===== src/rtl/control_booth_pkg.sv =====
// rtl/control_booth_pkg.sv - shared state encoding and Booth pair constants for the Booth control unit
package control_booth_pkg;

    localparam logic [2:0] ST_IDLE  = 3'd0;
    localparam logic [2:0] ST_INIT  = 3'd1;
    localparam logic [2:0] ST_EVAL  = 3'd2;
    localparam logic [2:0] ST_SHIFT = 3'd3;
    localparam logic [2:0] ST_DONE  = 3'd4;

    // Booth pair {q0, q_1}: 01 adds M to A, 10 subtracts M from A
    localparam logic [1:0] PAIR_ADD = 2'b01;
    localparam logic [1:0] PAIR_SUB = 2'b10;

    typedef enum logic [2:0] {
        S_IDLE  = ST_IDLE,
        S_INIT  = ST_INIT,
        S_EVAL  = ST_EVAL,
        S_SHIFT = ST_SHIFT,
        S_DONE  = ST_DONE
    } state_t;

endpackage


===== src/rtl/control_booth_if.sv =====
// rtl/control_booth_if.sv - handshake and datapath control lines between the Booth controller and its datapath
interface control_booth_if #(
    parameter int CNT_W = 4
);
    logic             start;
    logic             q0;
    logic             q_1;
    logic             init;
    logic             carga_a;
    logic             resta;
    logic             desplaza;
    logic             busy;
    logic             fin;
    logic [CNT_W-1:0] cuenta;

    // datapath / requester side
    modport master (
        output start, q0, q_1,
        input  init, carga_a, resta, desplaza, busy, fin, cuenta
    );

    // controller side
    modport slave (
        input  start, q0, q_1,
        output init, carga_a, resta, desplaza, busy, fin, cuenta
    );
endinterface


===== src/rtl/control_booth_contador_iter.sv =====
// rtl/control_booth_contador_iter.sv - iteration down counter with load of N and a last-iteration flag
module contador_iter #(
    parameter int N     = 5,
    parameter int CNT_W = 4
) (
    input  logic             clk,
    input  logic             reset,
    input  logic             load,
    input  logic             dec,
    output logic [CNT_W-1:0] value,
    output logic             last
);

    // load has priority; decrement saturates at zero so the count never wraps
    always_ff @(posedge clk or negedge reset) begin
        if (!reset) begin
            value <= '0;
        end else if (load) begin
            value <= CNT_W'(N);
        end else if (dec && (value != '0)) begin
            value <= value - CNT_W'(1);
        end
    end

    assign last = (value == CNT_W'(1));

endmodule


===== src/rtl/control_booth.sv =====
// rtl/control_booth.sv - radix-2 Booth sequential multiplier control unit
module control_booth
    import control_booth_pkg::*;
#(
    parameter int N     = 5,
    parameter int CNT_W = 4
) (
    input  logic            clk,
    input  logic            reset,
    control_booth_if.slave  bus
);

    state_t           state;
    logic             init_q;
    logic             desplaza_q;
    logic             busy_q;
    logic             fin_q;
    logic             carga_a_c;
    logic             resta_c;
    logic             cnt_load;
    logic             cnt_dec;
    logic             cnt_last;
    logic [CNT_W-1:0] cnt_val;
    logic [1:0]       pair;

    assign pair     = {bus.q0, bus.q_1};
    assign cnt_load = (state == S_INIT);
    assign cnt_dec  = (state == S_SHIFT);

    contador_iter #(
        .N     (N),
        .CNT_W (CNT_W)
    ) u_contador_iter (
        .clk   (clk),
        .reset (reset),
        .load  (cnt_load),
        .dec   (cnt_dec),
        .value (cnt_val),
        .last  (cnt_last)
    );

    // state sequencing with Moore outputs registered alongside the next state
    always_ff @(posedge clk or negedge reset) begin
        if (!reset) begin
            state      <= S_IDLE;
            init_q     <= 1'b0;
            desplaza_q <= 1'b0;
            busy_q     <= 1'b0;
            fin_q      <= 1'b0;
        end else begin
            case (state)
                S_IDLE: begin
                    if (bus.start) begin
                        state  <= S_INIT;
                        init_q <= 1'b1;
                        busy_q <= 1'b1;
                    end
                end
                S_INIT: begin
                    state  <= S_EVAL;
                    init_q <= 1'b0;
                end
                S_EVAL: begin
                    state      <= S_SHIFT;
                    desplaza_q <= 1'b1;
                end
                S_SHIFT: begin
                    desplaza_q <= 1'b0;
                    if (cnt_last) begin
                        state  <= S_DONE;
                        busy_q <= 1'b0;
                        fin_q  <= 1'b1;
                    end else begin
                        state <= S_EVAL;
                    end
                end
                S_DONE: begin
                    // start must drop before another run can be requested
                    if (!bus.start) begin
                        state <= S_IDLE;
                        fin_q <= 1'b0;
                    end
                end
                default: begin
                    state      <= S_IDLE;
                    init_q     <= 1'b0;
                    desplaza_q <= 1'b0;
                    busy_q     <= 1'b0;
                    fin_q      <= 1'b0;
                end
            endcase
        end
    end

    // add/subtract decision is combinational on the live Booth pair during EVAL only
    always_comb begin
        carga_a_c = 1'b0;
        resta_c   = 1'b0;
        if (state == S_EVAL) begin
            carga_a_c = (pair == PAIR_ADD) || (pair == PAIR_SUB);
            resta_c   = (pair == PAIR_SUB);
        end
    end

    assign bus.init     = init_q;
    assign bus.carga_a  = carga_a_c;
    assign bus.resta    = resta_c;
    assign bus.desplaza = desplaza_q;
    assign bus.busy     = busy_q;
    assign bus.fin      = fin_q;
    assign bus.cuenta   = cnt_val;

endmodule


===== src/flat_wrapper.sv =====
// flat-port wrapper written by rule: the top's interface ports become plain ports
module control_booth_flat import control_booth_pkg::*;
#(
    parameter int N     = 5,
    parameter int CNT_W = 4
)
  (clk, reset, bus_start, bus_q0, bus_q_1, bus_init, bus_carga_a, bus_resta, bus_desplaza, bus_busy, bus_fin, bus_cuenta);
  control_booth_if #(.CNT_W(CNT_W)) bus_i ();
  input  logic clk;
  input  logic reset;
  input wire logic [$bits(bus_i.start)-1:0] bus_start;
  input wire logic [$bits(bus_i.q0)-1:0] bus_q0;
  input wire logic [$bits(bus_i.q_1)-1:0] bus_q_1;
  output wire logic [$bits(bus_i.init)-1:0] bus_init;
  output wire logic [$bits(bus_i.carga_a)-1:0] bus_carga_a;
  output wire logic [$bits(bus_i.resta)-1:0] bus_resta;
  output wire logic [$bits(bus_i.desplaza)-1:0] bus_desplaza;
  output wire logic [$bits(bus_i.busy)-1:0] bus_busy;
  output wire logic [$bits(bus_i.fin)-1:0] bus_fin;
  output wire logic [$bits(bus_i.cuenta)-1:0] bus_cuenta;
  assign bus_i.start = bus_start;
  assign bus_i.q0 = bus_q0;
  assign bus_i.q_1 = bus_q_1;
  assign bus_init = bus_i.init;
  assign bus_carga_a = bus_i.carga_a;
  assign bus_resta = bus_i.resta;
  assign bus_desplaza = bus_i.desplaza;
  assign bus_busy = bus_i.busy;
  assign bus_fin = bus_i.fin;
  assign bus_cuenta = bus_i.cuenta;
  control_booth #(.N(N), .CNT_W(CNT_W)) u_core (.clk(clk), .reset(reset), .bus(bus_i));
endmodule

===== config.mk =====
export PLATFORM = sky130hd
export DESIGN_NAME = control_booth_flat
export DESIGN_NICKNAME = d
export VERILOG_FILES = /design/src/rtl/control_booth_pkg.sv /design/src/rtl/control_booth_if.sv /design/src/rtl/control_booth_contador_iter.sv /design/src/rtl/control_booth.sv /design/src/flat_wrapper.sv
export SDC_FILE = /design/constraint.sdc
export NUM_CORES = 1
export LEC_CHECK = 0
export BUFFER_PORTS_ARGS = -buffer_cell sky130_fd_sc_hd__buf_4
export CAP_MARGIN = 20
export CORE_AREA = 2 2 39 41
export CTS_CLUSTER_DIAMETER = 50
export DETAILED_ROUTE_END_ITERATION = 10
export DIE_AREA = 0 0 41 43
export GPL_TIMING_DRIVEN = 0
export HOLD_SLACK_MARGIN = 0.1
export PLACE_DENSITY = 0.73
export REMOVE_ABC_BUFFERS = 1
export SLEW_MARGIN = 20
export SYNTH_ARGS = -nofsm -noshare
export SYNTH_HDL_FRONTEND = slang
export SYNTH_HIERARCHICAL = 1
export SYNTH_SLANG_ARGS = --single-unit

===== constraint.sdc =====
create_clock -name clk -period 1.71 [get_ports clk]
set_input_delay 0.2565 -clock clk [delete_from_list [all_inputs] [get_ports clk]]
set_output_delay 0.2565 -clock clk [all_outputs]
set_load 0.05 [all_outputs]

=== Word level (Yosys, flattened, before mapping) ===
Cells that the tools add are included.

* Output and inout port bits: 10
* Word-level logic and storage cells: 49
* Bits in registers: 11

* Add/subtract/negate cells: 1
* Bitwise logic cells: 3
* Equal/unequal tests: 10
* Multiplexer cells: 16
* Reduce and logical (&&, ||, !) cells: 13

{| class="wikitable"
|+ Operators by type and width
! kind !! count
|-
| $pmux W3 S5 || 1
|-
| $reduce_or A3 Y1 || 4
|-
| $mux W3 || 3
|-
| $mux W4 || 2
|-
| $eq A3 B2 Y1 const B || 2
|-
| $mux W1 || 6
|-
| $pmux W1 S3 || 2
|-
| $reduce_and A3 Y1 || 2
|-
| $eq A4 B1 Y1 const B || 1
|-
| $ne A2 B2 Y1 const B || 2
|-
| $pmux W1 S2 || 2
|-
| $reduce_and A2 Y1 || 2
|-
| $reduce_bool A4 Y1 || 1
|-
| $sub A4 B1 Y4 const B || 1
|-
| $eq A3 B1 Y1 const B || 1
|-
| $eq A3 B3 Y1 const B || 1
|-
| $logic_not A3 Y1 || 1
|-
| $not A1 Y1 || 3
|-
| $eq A2 B1 Y1 const B || 1
|-
| $eq A2 B2 Y1 const B || 1
|-
| $ne A2 B1 Y1 const B || 1
|-
| $reduce_bool A2 Y1 || 1
|-
| $logic_and A1 B1 Y1 || 1
|-
| $logic_or A1 B1 Y1 || 1
|}

=== Depth between registers and ports, before layout ===
Gate-level depths: netlist of the first run.

* Word-level depth: 4
* Mapped depth: 6

=== Hierarchy ===
The synthesis of the first run kept the hierarchy.

{| class="wikitable"
|+ Modules (own cells, without submodules)
! module !! cells each !! area each (um^2) !! seq. area each (um^2) !! instances
|-
| control_booth || 39 || 375.4 || 175.2 || 1
|-
| contador_iter || 23 || 240.2 || 100.1 || 1
|}

=== Least setup slack after synthesis of the first run ===
OpenSTA, ideal clock, no wires.

* Path kind: flip-flop to flip-flop
* From: register u_core.u_contador_iter.value[0]
* To: register u_core.u_contador_iter.value[1]
* Clock period less this slack: 1.691 ns
* Arrival: 1.604 ns
* Slack: 0.019 ns
* Cell stages (with the launch flop): 6
* Required time: 1.623 ns
* Cells stage by stage: dfrtp_1 inv_1 ha_1 or3b_1 and2_4 a211oi_2

* Longest elaborated chain between the ends: 3

{| class="wikitable"
|+ Ends and longest elaborated chain
! what !! line !! text
|-
| start: declaration || control_booth_contador_iter.sv:10 || <nowiki>output logic [CNT_W-1:0] value,</nowiki>
|-
| start signal: assignment || control_booth_contador_iter.sv:19 || <nowiki>value <= CNT_W'(N);</nowiki>
|-
| start signal: assignment || control_booth_contador_iter.sv:21 || <nowiki>value <= value - CNT_W'(1);</nowiki>
|-
| $sub A4 B1 Y4 / $reduce_bool A4 Y1 (equally long branches) || control_booth_contador_iter.sv:21, control_booth_contador_iter.sv:20 ||
|-
| $mux W4 / $logic_and A1 B1 Y1 (equally long branches) || control_booth_contador_iter.sv:20 || <nowiki>end else if (dec && (value != '0)) begin</nowiki>
|-
| $mux W4 / $reduce_bool A2 Y1 (equally long branches) || -- ||
|}

Parallel ways exist; a longest one is shown, timed or not. The select of a mux whose other input is x is not followed.
A chain may end at the register's enable or synchronous reset.

=== Worst setup path in the final report of the first run ===
* From: register u_core.state[1]
* To: register u_core.u_contador_iter.value[3]

* Longest elaborated chain between the ends: 3

{| class="wikitable"
|+ Ends and longest elaborated chain
! what !! line !! text
|-
| start: declaration || control_booth.sv:13 || <nowiki>state_t state;</nowiki>
|-
| start signal: assignment || control_booth.sv:45 || <nowiki>state <= S_IDLE;</nowiki>
|-
| start signal: assignment || control_booth.sv:54 || <nowiki>state <= S_INIT;</nowiki>
|-
| start signal: assignment || control_booth.sv:60 || <nowiki>state <= S_EVAL;</nowiki>
|-
| $eq A3 B2 Y1 || control_booth.sv:28 || <nowiki>assign cnt_dec = (state == S_SHIFT);</nowiki>
|-
| via u_core.cnt_dec || control_booth.sv:21 || <nowiki>logic cnt_dec;</nowiki>
|-
| $logic_and A1 B1 Y1 || control_booth_contador_iter.sv:20 ||
|-
| $reduce_bool A2 Y1 (no line) || -- ||
|}

The timed path passes the listed nets, and every way through them passes these cells.

==> results.md, run 1 <==
* Max-Cap Viols at 0
* Class of the most critical setup path: flip-flop to flip-flop
* DRC violations left at 0
* Number of buffers added by the clock tree synthesis step at 3
* Avg WL per Cell at 11.9 µm
* Layout overhead on the synthesized area at 24.2%
* Ratio of total power to cell area at 2150 mW/mm²
* Endpoint arrival time on the critical path at 1.68 ns
* Pin count of the biggest net entering global routing at 14
* Total number of clock tree sinks at 11
* Library cell occupying the most area in the post-synthesis netlist: sky130_fd_sc_hd__dfrtp_1
* Top-area cell type share of the netlist area at 0.447
* H-tree lvl count at 1
* Main area contributors after synthesis: sky130_fd_sc_hd__dfrtp_1 (45%), sky130_fd_sc_hd__ha_1 (6.1%), sky130_fd_sc_hd__nor2_1 (4.9%), sky130_fd_sc_hd__nor3b_1 (3.7%), sky130_fd_sc_hd__mux2i_1 (3.3%)
* Post-route fraction of the period consumed by the critical path at 0.913
* Crit-path cells: and3b_1 -> nor4b_1 -> mux2i_1 -> nor2_1
* Number of top-level pins at 15
* Met3 capacity usage during global routing at 0.0157
* Accumulated negative setup slack at 0 ns
* Worst clock skew at 0.00536 ns
* Clock-pin slew on the worst setup and hold paths at 0.07 ns
* CP startpoint kind: flip-flop
* Half-perimeter wire length after detailed placement at 807 µm
* Number of warning messages in the yosys log at 6
* WP data required at 1.83 ns
* Final global-route overflow total at 0
* Hold path startpoint: bus_start
* Number of flops mapped to enable cells by yosys at 0
* Diodes inserted at 0
* Number of vias per cell at 5.11
* Layout fillers at 133
* Minimum setup slack in the final design at 0.149 ns
* Distinct cell type count of the synthesized netlist at 29
* Min-Delay Path Class: primary input to flip-flop
* Count of buffers from port buffering at 14
* Post-synthesis sequential area ratio at 0.447
* Router iterations before antenna repair at 4
* Total of endpoints with negative setup slack in the final report at 0
* Netlist area before placement at 616 µm²
* CTS tree: done
* Outcome: finished clean
* Setup crit start: u_core/state[1]
* Peak per-stage delay on the critical path at 0.56 ns
* Die Y-Extent at 43 µm
* Number of global-route vias before repair at 443
* Most common library cell in the layout ignoring fill and taps: sky130_fd_sc_hd__buf_4
* Cell class contributing the biggest share of worst-path delay: simple AND/OR/NAND/NOR gates
* Post-place setup slack at 0.137 ns
* Detailed Route Iter0 Violations at 13
* Reg2reg path depth at 4
* Share of synthesized registers carrying an async set or reset at 1.00
* GR Layer Usage met1 at 0.227
* Worst slew margin relative to its limit at 0.525
* Endpoint class of the critical path: flip-flop
* Number of vias after detailed routing at 485
* Sum of internal, switching and leakage power at 0.00164 W
* Slack of the worst reg-to-reg path at 0.15 ns
* CTS Root Buffer Type: sky130_fd_sc_hd__clkbuf_4
* Final routed wirelength across all metal layers at 1.13 mm
* Most frequent cells in the layout: sky130_fd_sc_hd__buf_4 (14), sky130_fd_sc_hd__dfrtp_1 (10), sky130_fd_sc_hd__nor2_1 (7)
* Most congested layer reported by global routing: met2
* Antenna violations before repair at 0
* Hold path depth at 2
* Peak supply drop at 1130 µV
* Wire length of the first global-routing pass at 1.92 mm
* Multi-input gate area in the final layout at 315 µm²
* Overall fraction of global-route tracks in use at 0.166
* Transition at the pin with the smallest max-transition slack at 0.711 ns
* Max clock buf depth at 2
* Maximum net fanout on the critical path at 13
* Die W at 41 µm
* Leakage dissipation at 0.358 nW
* Global Route met2 Usage at 0.234
* Sequential cell area at 277 µm²
* Effective utilization at floorplan at 0.445
* Worst Path Buf+Inv at 0
* Average instance area after synthesis at 9.93 µm²
* Core ar. at 0.00138 mm²
* Area of the die at 0.00176 mm²
* Dominant synthesized flop cell: sky130_fd_sc_hd__dfrtp_1
* Number of nets in the layout at 88
* Number of hold violations in the final report at 0
* Peak clock frequency supported by timing at 641 MHz
* Number of core rows at 14
* Cell with the biggest individual delay on the critical path: sky130_fd_sc_hd__dfrtp_1
* Final weighted congestion in routability-driven placement at 0.765
* Crit Reg-Reg Endpoint: u_core/u_contador_iter/value[3]
* Startpoint of the worst register-to-register path: u_core/state[1]
* Time the final worst path needs with I/O delays and setup at 1.56 ns
* Ratio of cells with drive above 1 in the final layout at 0.316
* Final max-slew violation count at 0
* Synth Register Bits at 11
* Post-Synthesis Cells at 62
* Number of antenna-violating nets in the routed design at 0
* Worst-skew pair later-pin latency at 0.26 ns
* Hold Path Sink: u_core/state[0]
* Setup repair after global routing missed its margin: no
==> cell usage after synthesis (all sizes together), types with 2 or more instances <==
cell    number
ha           3
nand3        2
a21oi        2
nand2        5
dfrtp       11
mux2i        2
and3         2
nand2b       2
buf          2
nor2         8
nor3b        4
inv          3
o21ai        4
==> metal layers <==
metal / vias to the layer above / wire length, µm
li1: 247 / -
met1: 224 / 498
met2: 12 / 557
met3: 2 / 47
met4: 0 / 27
met5: - / 0
==> worst reg2reg max path, cell delays in order (launching register included) <==
cell	delay, ns
sky130_fd_sc_hd__dfrtp_1	0.56
sky130_fd_sc_hd__and3b_1	0.27
sky130_fd_sc_hd__nor4b_1	0.31
sky130_fd_sc_hd__mux2i_1	0.22
sky130_fd_sc_hd__nor2_1	0.06
==> registers in the layout, indices dropped and copies added (netlist names) <==
| name | cells |
|---|---|
| u_core/u_contador_iter/value | 4 |
| u_core/state | 3 |
| u_core/bus.busy | 1 |
| u_core/bus.desplaza | 1 |
| u_core/bus.fin | 1 |
| u_core/bus.init | 1 |
==> logic make-up after synthesis <==
| kind of cell | Yosys count | synth area share |
|---|---|---|
| compound gates | 10 | 0.116 |
| fa+ha+maj | 3 | 0.0610 |
| buf+inv | 5 | 0.0447 |
| flops | 11 | 0.447 |
| mux | 3 | 0.0508 |
| simple gates | 30 | 0.280 |
==> how the worst max path moves through the flow <==
stage                                      endpoint  cells after the start
global route        u_core/u_contador_iter/value[3]                      4
detailed placement  u_core/u_contador_iter/value[3]                      4
floorplan           u_core/u_contador_iter/value[1]                      5
finish              u_core/u_contador_iter/value[3]                      4
global placement    u_core/u_contador_iter/value[3]                      4
CTS                                     bus_carga_a                      4
==> power by group <==
group          total (W)  switching [W]  internal, W
combinational   0.000948       0.000583     0.000365
sequential      0.000522       0.000149     0.000373
clock           0.000175      0.0000846    0.0000901
==> through the flow <==
stage / cells / area (µm²) / utilization / hold slack (ns)
2_1_floorplan: 60 / 599 / - / -0.0391
3_3_place_gp: 90 / 724 / 0.524 / 0.0992
3_5_place_dp: 90 / 724 / 0.524 / 0.0986
4_1_cts: 95 / 761 / 0.550 / 0.221
5_1_grt: 95 / 764 / 0.552 / 0.222
6_report: 95 / 764 / 0.552 / 0.228
==> cell type report <==
class	count	share of cell area
Clock buffer	4	0.0344
Inverter	3	0.0147
Multi-Input combinational cell	46	0.412
Sequential cell	11	0.362
Tap cell	16	0.0262
Timing Repair Buffer	15	0.151
==> repair_timing <==
item | CTS | global route
hold buffers | 1 | 0
endpoints found under the setup margin | 0 | 2
gates resized for setup | 0 | 2
setup buffers | 0 | 0
hold endpoints to repair | 11 | 0
Note: power is estimated with default switching activity, not from simulation.
==> inputs of run 2 (changes only) <==
Settings changed: MAX_ROUTING_LAYER set to met4.
==> run 2 against run 1 <==
Global-route usage grew 0.42 points. Setup slack is essentially flat. Sequential share of layout area is the same. Die area is the same. Clock skew is essentially flat. Sequential cell count is the same. Critical path type unchanged. Critical endpoint unchanged.
==> results.md, run 2 (synthesis gave the netlist of run 1 again) <==
* Peak per-stage delay on the critical path at 0.56 ns
* Crit Reg-Reg Endpoint: u_core/u_contador_iter/value[3]
* Pin count of the biggest net entering global routing at 14
* CTS tree: done
* Setup repair after global routing missed its margin: no
* Ratio of cells with drive above 1 in the final layout at 0.316
* Clock network fraction of design power at 0.106
* Antenna violations before repair at 0
* Maximum net fanout on the critical path at 13
* Post-CTS setup buffer count at 0
* Worst Path Buf+Inv at 0
* Layout fillers at 133
* CP startpoint kind: flip-flop
* Transition at the pin with the smallest max-transition slack at 0.701 ns
* DRC violations left at 0
* Max reg flops at 4
* Layout overhead on the synthesized area at 24.2%
* Combinational power share at 0.576
* Multi-input gate area in the final layout at 315 µm²
* Hold path startpoint: bus_start
* Total of endpoints with negative setup slack in the final report at 0
* Worst-skew pair later-pin latency at 0.26 ns
* Peak supply drop at 1130 µV
* Proportion of power drawn by flip-flops and latches at 0.318
* Accumulated negative setup slack at 0 ns
* Int Pwr at 0.000828 W
* Switching Share at 0.497
* Total number of clock tree sinks at 11
* Cell with the biggest individual delay on the critical path: sky130_fd_sc_hd__dfrtp_1
* Area of the die at 0.00176 mm²
* Clock-pin slew on the worst setup and hold paths at 0.07 ns
* Sum of internal, switching and leakage power at 0.00164 W
* Hold path depth at 2
* Leakage dissipation at 0.358 nW
* Hold Path Sink: u_core/state[0]
* Slack of the worst reg-to-reg path at 0.15 ns
* Number of global-route vias before repair at 441
* Max-Cap Viols at 0
* Class of the most critical setup path: flip-flop to flip-flop
* Router iterations before antenna repair at 4
* Most frequent cells in the layout: sky130_fd_sc_hd__buf_4 (14), sky130_fd_sc_hd__dfrtp_1 (10), sky130_fd_sc_hd__nor2_1 (7)
* Reg2reg path depth at 4
* Startpoint of the worst register-to-register path: u_core/state[1]
* Crit-path cells: and3b_1 -> nor4b_1 -> mux2i_1 -> nor2_1
* Die Y-Extent at 43 µm
* Overall fraction of global-route tracks in use at 0.171
* Final max-slew violation count at 0
* Setup crit start: u_core/state[1]
* Number of vias after detailed routing at 484
* Post-route fraction of the period consumed by the critical path at 0.913
* Wire length of the first global-routing pass at 1.92 mm
* Number of top-level pins at 15
* Time the final worst path needs with I/O delays and setup at 1.56 ns
* Endpoint class of the critical path: flip-flop
* Max clock buf depth at 2
* Most common library cell in the layout ignoring fill and taps: sky130_fd_sc_hd__buf_4
* H-tree lvl count at 1
* Die W at 41 µm
* Number of antenna-violating nets in the routed design at 0
* Endpoint arrival time on the critical path at 1.68 ns
* Final routed wirelength across all metal layers at 1.13 mm
* Outcome: finished clean
* Number of core rows at 14
* Number of vias per cell at 5.09
* Worst slew margin relative to its limit at 0.531
* Levels on crit path at 4
* Diodes inserted at 0
* Biggest registers after layout: u_core/u_contador_iter/value: 4 flops, u_core/state: 3 flops
* Half-perimeter wire length after detailed placement at 807 µm
* Sequential cell area at 277 µm²
* WP data required at 1.83 ns
* Core ar. at 0.00138 mm²
* Number of buffers added by the clock tree synthesis step at 3
* Top reg by flops: u_core/u_contador_iter/value
* Min-Delay Path Class: primary input to flip-flop
* Avg WL per Cell at 11.9 µm
* Peak clock frequency supported by timing at 641 MHz
* Cell class contributing the biggest share of worst-path delay: simple AND/OR/NAND/NOR gates
* Ratio of total power to cell area at 2150 mW/mm²
* Number of hold violations in the final report at 0
* Final weighted congestion in routability-driven placement at 0.775
* Count of buffers from port buffering at 14
* Switching power total at 0.000817 W
* Detailed Route Iter0 Violations at 13
* CTS Root Buffer Type: sky130_fd_sc_hd__clkbuf_4
* Worst clock skew at 0.00531 ns
* Effective utilization at floorplan at 0.445
* Number of nets in the layout at 88
* Final global-route overflow total at 0
-- run 2: cell counts in the layout (fill, tap and decap cells not counted) --
No cell type changed its count.
-- run 2: power groups by stage --
stage	combinational [W]	sequential (W)	clock, W
2_1_floorplan	0.000429	0.000786	0
3_3_place_gp	0.000935	0.000519	0
3_5_place_dp	0.000949	0.000523	0
4_1_cts	0.000953	0.000517	0.000185
5_1_grt	0.00102	0.000551	0.000202
6_report	0.000948	0.000522	0.000175
-- run 2: how the worst max path moves through the flow --
stage	end	slack [ns]
after floorplan	u_core/u_contador_iter/value[1]	0.02
after global placement	u_core/u_contador_iter/value[3]	0.18
after detailed placement	u_core/u_contador_iter/value[3]	0.14
after CTS	bus_carga_a	0.07
after global routing	u_core/u_contador_iter/value[3]	0.03
final	u_core/u_contador_iter/value[3]	0.15
-- run 2: through the flow --
stage	setup WS [ns]	utilization	hold WS [ns]	cell area, µm²	cells
floorplan	0.0190	-	-0.0391	599	60
global placement	0.175	0.524	0.0992	724	90
detailed placement	0.137	0.524	0.0986	724	90
CTS	0.0655	0.550	0.221	761	95
global route	0.0297	0.552	0.222	764	95
finish	0.149	0.552	0.228	764	95
-- run 2: final cells by class --
| type | instances | area share |
|---|---|---|
| multi-input combinational | 46 | 0.412 |
| sequential | 11 | 0.362 |
| timing repair buffer | 15 | 0.151 |
| clock buffer | 4 | 0.0344 |
| tap | 16 | 0.0262 |
| inverter | 3 | 0.0147 |
-- run 2: metal layers --
| metal | up-vias | share of wire | track usage |
|---|---|---|---|
| li1 | 247 | - | - |
| met1 | 223 | 0.45 | 0.227 |
| met2 | 12 | 0.49 | 0.234 |
| met3 | 2 | 0.041 | 0.0157 |
| met4 | 0 | 0.024 | 0.120 |
| met5 | - | 0 | - |
-- run 2: what timing repair did --
item / in CTS / in global routing
endpoints found under the setup margin: 0 / 2
resized for setup: 0 / 2
endpoints found under the hold margin: 11 / 0
hold buffers: 1 / 0
